**src/rtl/if_prefetch_unit.sv**
```systemverilog
// RV32I fetch front end: request/response imem port, in-order prefetch queue.
// Optional perf counters when FETCH_PERF_EN is defined.
module if_prefetch_unit #(
  parameter int              XLEN      = 32,
  parameter int              DEPTH     = 4,
  parameter int              MAX_OUTST = 2,
  parameter logic [XLEN-1:0] RESET_PC  = '0
) (
  input  logic            clk,
  input  logic            rst_n,
  output logic            imem_req,
  output logic [XLEN-1:0] imem_addr,
  input  logic            imem_gnt,
  input  logic            imem_rvalid,
  input  logic [XLEN-1:0] imem_rdata,
  input  logic            redirect_valid,
  input  logic [XLEN-1:0] redirect_pc,
  output logic            inst_valid,
  input  logic            inst_ready,
  output logic [XLEN-1:0] inst_data,
  output logic [XLEN-1:0] inst_pc,
  output logic            busy
`ifdef FETCH_PERF_EN
  ,
  output logic [31:0]     perf_fetched,
  output logic [31:0]     perf_stall
`endif
);

  localparam int AW = $clog2(DEPTH);
  localparam int CW = AW + 1;
  localparam int SW = (MAX_OUTST > 1) ? $clog2(MAX_OUTST) : 1;

  typedef enum logic {
    S_RUN,
    S_DRAIN
  } state_e;

  state_e          state_q, state_d;
  logic            go_q;
  logic [XLEN-1:0] fetch_pc_q, fetch_pc_d;
  logic [CW-1:0]   outst_q, outst_d;
  logic [CW-1:0]   stale_q, stale_d;
  logic [CW-1:0]   cnt_q, cnt_d;
  logic [AW-1:0]   wr_q, wr_d;
  logic [AW-1:0]   rd_q, rd_d;
  logic [SW-1:0]   sf_wr_q, sf_wr_d;
  logic [SW-1:0]   sf_rd_q, sf_rd_d;

  logic [XLEN-1:0] q_data_q [DEPTH];
  logic [XLEN-1:0] q_pc_q   [DEPTH];
  logic [XLEN-1:0] sf_pc_q  [MAX_OUTST];

  logic            gnt_fire;
  logic            rsp_ok;
  logic            push;
  logic            pop;
  logic            room;
  logic            drain_exit;
  logic [CW:0]     level;

  function automatic logic [SW-1:0] sf_inc(
    input logic [SW-1:0] p
  );
    return (p == SW'(MAX_OUTST - 1)) ? '0 : p + SW'(1);
  endfunction

  assign gnt_fire = imem_req & imem_gnt;
  assign rsp_ok   = imem_rvalid & (outst_q != '0);
  assign level    = {1'b0, cnt_q} + {1'b0, outst_q};

  // Reserve queue slots for every word in flight so a push never overflows.
  assign room = go_q
             && (level < (CW+1)'(DEPTH))
             && (outst_q < CW'(MAX_OUTST));

  assign drain_exit = (state_q == S_DRAIN)
                   && rsp_ok
                   && (stale_q == CW'(1));

  assign imem_req = !redirect_valid
                 && (((state_q == S_RUN) && room) || drain_exit);

  assign imem_addr  = fetch_pc_q;
  assign busy       = (state_q == S_DRAIN);
  assign inst_valid = (cnt_q != '0);
  assign inst_data  = inst_valid ? q_data_q[rd_q] : '0;
  assign inst_pc    = inst_valid ? q_pc_q[rd_q] : '0;

  assign push = (state_q == S_RUN) && rsp_ok && !redirect_valid;
  assign pop  = inst_valid && inst_ready && !redirect_valid;

  always_comb begin
    state_d    = state_q;
    stale_d    = stale_q;
    outst_d    = outst_q + CW'(gnt_fire) - CW'(rsp_ok);
    fetch_pc_d = gnt_fire ? fetch_pc_q + XLEN'(4) : fetch_pc_q;
    unique case (1'b1)
      redirect_valid: begin
        fetch_pc_d = redirect_pc & ~XLEN'(3);
        stale_d    = outst_d;
        state_d    = (outst_d != '0) ? S_DRAIN : S_RUN;
      end
      (state_q == S_DRAIN) && rsp_ok && !redirect_valid: begin
        stale_d = stale_q - CW'(1);
        if (stale_q == CW'(1)) begin
          state_d = S_RUN;
        end
      end
      default: ;
    endcase
  end

  always_comb begin
    cnt_d   = cnt_q + CW'(push) - CW'(pop);
    wr_d    = wr_q + AW'(push);
    rd_d    = rd_q + AW'(pop);
    sf_wr_d = gnt_fire ? sf_inc(sf_wr_q) : sf_wr_q;
    sf_rd_d = rsp_ok ? sf_inc(sf_rd_q) : sf_rd_q;
    if (redirect_valid) begin
      cnt_d = '0;
      wr_d  = '0;
      rd_d  = '0;
    end
  end

  always_ff @(posedge clk or negedge rst_n) begin
    if (!rst_n) begin
      state_q    <= S_RUN;
      go_q       <= 1'b0;
      fetch_pc_q <= RESET_PC;
      outst_q    <= '0;
      stale_q    <= '0;
      cnt_q      <= '0;
      wr_q       <= '0;
      rd_q       <= '0;
      sf_wr_q    <= '0;
      sf_rd_q    <= '0;
    end else begin
      state_q    <= state_d;
      go_q       <= 1'b1;
      fetch_pc_q <= fetch_pc_d;
      outst_q    <= outst_d;
      stale_q    <= stale_d;
      cnt_q      <= cnt_d;
      wr_q       <= wr_d;
      rd_q       <= rd_d;
      sf_wr_q    <= sf_wr_d;
      sf_rd_q    <= sf_rd_d;
    end
  end

  // PC of each granted request waits here until its response returns.
  always_ff @(posedge clk or negedge rst_n) begin
    if (!rst_n) begin
      for (int i = 0; i < MAX_OUTST; i++) begin
        sf_pc_q[i] <= '0;
      end
    end else if (gnt_fire) begin
      sf_pc_q[sf_wr_q] <= fetch_pc_q;
    end
  end

  always_ff @(posedge clk or negedge rst_n) begin
    if (!rst_n) begin
      for (int i = 0; i < DEPTH; i++) begin
        q_data_q[i] <= '0;
        q_pc_q[i]   <= '0;
      end
    end else if (push) begin
      q_data_q[wr_q] <= imem_rdata;
      q_pc_q[wr_q]   <= sf_pc_q[sf_rd_q];
    end
  end

`ifdef FETCH_PERF_EN
  logic [31:0] perf_fetched_q;
  logic [31:0] perf_stall_q;

  always_ff @(posedge clk or negedge rst_n) begin
    if (!rst_n) begin
      perf_fetched_q <= '0;
      perf_stall_q   <= '0;
    end else begin
      if (inst_valid && inst_ready && (perf_fetched_q != '1)) begin
        perf_fetched_q <= perf_fetched_q + 32'd1;
      end
      if (inst_ready && !inst_valid && (perf_stall_q != '1)) begin
        perf_stall_q <= perf_stall_q + 32'd1;
      end
    end
  end

  assign perf_fetched = perf_fetched_q;
  assign perf_stall   = perf_stall_q;
`endif

`ifndef SYNTHESIS
  a_no_overflow: assert property (
    @(posedge clk) disable iff (!rst_n)
    !(push && !pop && (cnt_q == CW'(DEPTH)))
  );

  a_rvalid_outst: assert property (
    @(posedge clk) disable iff (!rst_n)
    !(imem_rvalid && (outst_q == '0))
  );
`endif

endmodule

```
**config.mk**
```make
export PLATFORM = sky130hd
export DESIGN_NAME = if_prefetch_unit
export DESIGN_NICKNAME = d
export VERILOG_FILES = /design/src/rtl/if_prefetch_unit.sv
export SDC_FILE = /design/constraint.sdc
export NUM_CORES = 1
export LEC_CHECK = 0
export CAP_MARGIN = 40
export CORE_MARGIN = 2
export CORE_UTILIZATION = 35
export CTS_BUF_LIST = sky130_fd_sc_hd__clkbuf_16
export DETAILED_ROUTE_END_ITERATION = 10
export PLACE_DENSITY_LB_ADDON = 0.3
export SKIP_CTS_REPAIR_TIMING = 1
export SYNTH_ARGS = -nofsm -noshare
export SYNTH_HDL_FRONTEND = slang
export SYNTH_SLANG_ARGS = --single-unit
```
**constraint.sdc**
```tcl
create_clock -name clk -period 3.6 [get_ports clk]
set_input_delay 0.9 -clock clk [delete_from_list [all_inputs] [get_ports clk]]
set_output_delay 0.9 -clock clk [all_outputs]
set_load 0.05 [all_outputs]
```
==> out/qor.csv <==
metric;value;unit
critPathKind;reg2out;
grt_max_degree;93;
die_area;0.0477;mm²
status;finished clean;
powerDensity;738;mW/mm²
grt_pass1_vias;10800;
busiest_layer;met2;
ir_drop;0.000495;V
gp_congestion;0.828;
cp_slowest_stage_delay;0.85;ns
antenna_found_initial;0;
hpwl;23500;µm
async_flop_share;100;%
grtUsageMet3;3.44;%
cts_made_buffers;41;
drc;0;
grt_first_pass_wirelength;60000;µm
synth_xor_area_share;1.69;%
yosysSeqAreaShare;55.2;%
port_buffers;162;
endpoint_kind;primary output;
cts_max_level;2;
synth_top_family_by_area;multiplexers;
overflow;0;
setup_violations;0;
ys_ff_latch;355;
path_clk_slew;0.06;ns
maxSlewViolCount;0;
cp_cell_sequence;mux4_2, nor2b_1, clkdlybuf4s50_1;
fin_skew;0.0135;ns
stdcell_count;2055;
clk_latency;0.56;ns
p_leak;9.45;nW
maxCapViolCount;0;
use_met1;22.3;%
hold_class;in2async;
row_count;78;
drt-wirelength-per-cell;18.1;µm
synth_fa_ha_area_share;1.18;%
tns;0;ns
period_needed;3.45;ns
firstDrtPassIters;4;
pre_cts_ws;0.0680;ns
pin_count;169;
fmax;290;MHz
syn_avg_cell_area;12.7;µm²
dp.cells;1981;
fp.dieW;218;µm
postRouteAntennaNets;0;
cp.required;2.70;ns
drive_gt1_share;25.6;%
crit_buf_inv;1;
hold_viol;0;
cts_sinks;355;
synthesis.area;0.0161;mm²
synth_compound_area_share;5.57;%
use_met2;25.6;%
synth_edf_count;0;
cpLargestDelayFamily;buffers and inverters;
fin_ws;0.151;ns
synthToLayoutAreaGrowth;24.0;%
timing.final.crit_share;95.8;%
yosys.area_share.simple;9.66;%
start_util;35.5;%
fillers;4183;
cts_tree;yes;
die_h;218;µm
core_area;0.0454;mm²
dr.first_iter.drc_count;620;
ys_types;48;
slew_headroom;56.0;%
via_per_inst;5.03;
p_total;0.0147;W
cts_buffer_depth;3;
grtUsageTotal;16.1;%
synthFlopType;dfrtp_1;
path_depth;3;
worstPathArrival;2.55;ns
fin_util;44.0;%
syn_inst;1270;
reg2regPathDepth;13;
drt-total-wl;37300;µm
muxShareOfSynthArea;23.8;%
yosysWarnings;0;
cts-root-buf;clkbuf_16;
rsz0062_at_grt;false;
cp_slowest_cell;clkdlybuf4s50_1;
cp-start-kind;register;
diodes;0;
final_nets;1508;
vias;10300;
cp_max_fo;8;
worstMarginPinSlew;0.661;ns
## cell type report
class / count / area [µm²] / share of cell area [%]
Tap cell: 600 / 751 / 3.76
Sequential cell: 355 / 8890 / 44.5
Timing Repair Buffer: 196 / 2120 / 10.6
Multi-Input combinational cell: 813 / 6790 / 34.0
Inverter: 17 / 63.8 / 0.320
Clock buffer: 41 / 1030 / 5.14
Clock inverter: 33 / 319 / 1.60
## per-stage QoR
step	instance area, µm²	hold slack, ns
CTS	19900	0.357
global placement	18500	0.457
finish	20000	0.353
floorplan	16100	0.445
global route	20000	0.373
detailed placement	18500	0.465
## worst paths after layout
kind	startpoint	end	slack, ns
max	rd_q[0]	inst_pc[24]	0.15
max in group asynchronous	rst_n	q_pc_q[100]	2.38
min reg2reg	q_pc_q[46]	q_pc_q[46]	0.47
max reg2reg	outst_q[2]	busy	0.65
min in group clk	q_pc_q[46]	q_pc_q[46]	0.47
min	rst_n	q_data_q[75]	0.35
## cell usage after synthesis, drive strengths merged (3+ instances only)
cell | instances | area (µm²)
nor2b | 68 | 425
ha | 12 | 150
inv | 17 | 63.8
xor2 | 12 | 105
buf | 49 | 249
nor2 | 43 | 161
o21ai | 116 | 584
xnor2 | 19 | 166
mux2i | 31 | 310
a21oi | 32 | 160
mux2 | 189 | 2130
nor4 | 8 | 68.8
nor3 | 8 | 40.0
mux4 | 62 | 1400
dfrtp | 355 | 8880
or4 | 4 | 30.0
and3 | 5 | 31.3
o211ai | 5 | 37.5
a31oi | 3 | 18.8
nand3 | 20 | 105
o31ai | 4 | 30.0
or3 | 3 | 18.8
nand4 | 8 | 50.1
clkbuf | 39 | 146
nand2 | 136 | 510
## state kept, by name, indices dropped and copies added (netlist names), 2 cells and up
signal / flops
imem_addr: 30
cnt_q: 3
outst_q: 3
q_pc_q: 120
rd_q: 2
wr_q: 2
q_data_q: 128
stale_q: 3
sf_pc_q: 60
## routing by layer
metal | vias to the layer above | wire (µm)
li1 | 4799 | -
met4 | 0 | 662
met1 | 5249 | 17400
met2 | 246 | 17200
met5 | - | 0
met3 | 46 | 1980
## logic make-up (layout without fill, tap and decap cells)
family	count (synthesis)	after routing
xor gates and xnor gates	31	31
adders and majority gates	14	14
other	2	5
and+or+nand+nor	316	316
buffers and inverters	105	287
DFF	355	355
AOI/OAI and AO/OA	165	165
muxes	282	282
## layout by cell type (no fill, tap or decap), drive strengths merged, types with 6 or more instances in the layout
cell type,instances
dfrtp,355
mux2,189
nand2,136
o21ai,116
clkdlybuf4s50,101
nor2b,68
mux4,62
buf,52
nor2,43
dlymetal6s2s,43
clkbuf,41
a21oi,32
mux2i,31
inv,30
nand3,20
xnor2,19
clkinv,14
xor2,12
ha,12
nand4,8
nor4,8
nor3,8
bufinv,6
## power by group
part           total [W]  internal (W)  leakage, nW  switching (W)
sequential       0.00536       0.00483         4.72       0.000537
clock            0.00413       0.00250        0.698        0.00163
combinational    0.00523       0.00220         4.04        0.00303
total             0.0147       0.00953         9.45        0.00520
No activity file was read; power rests on OpenSTA's default activity.
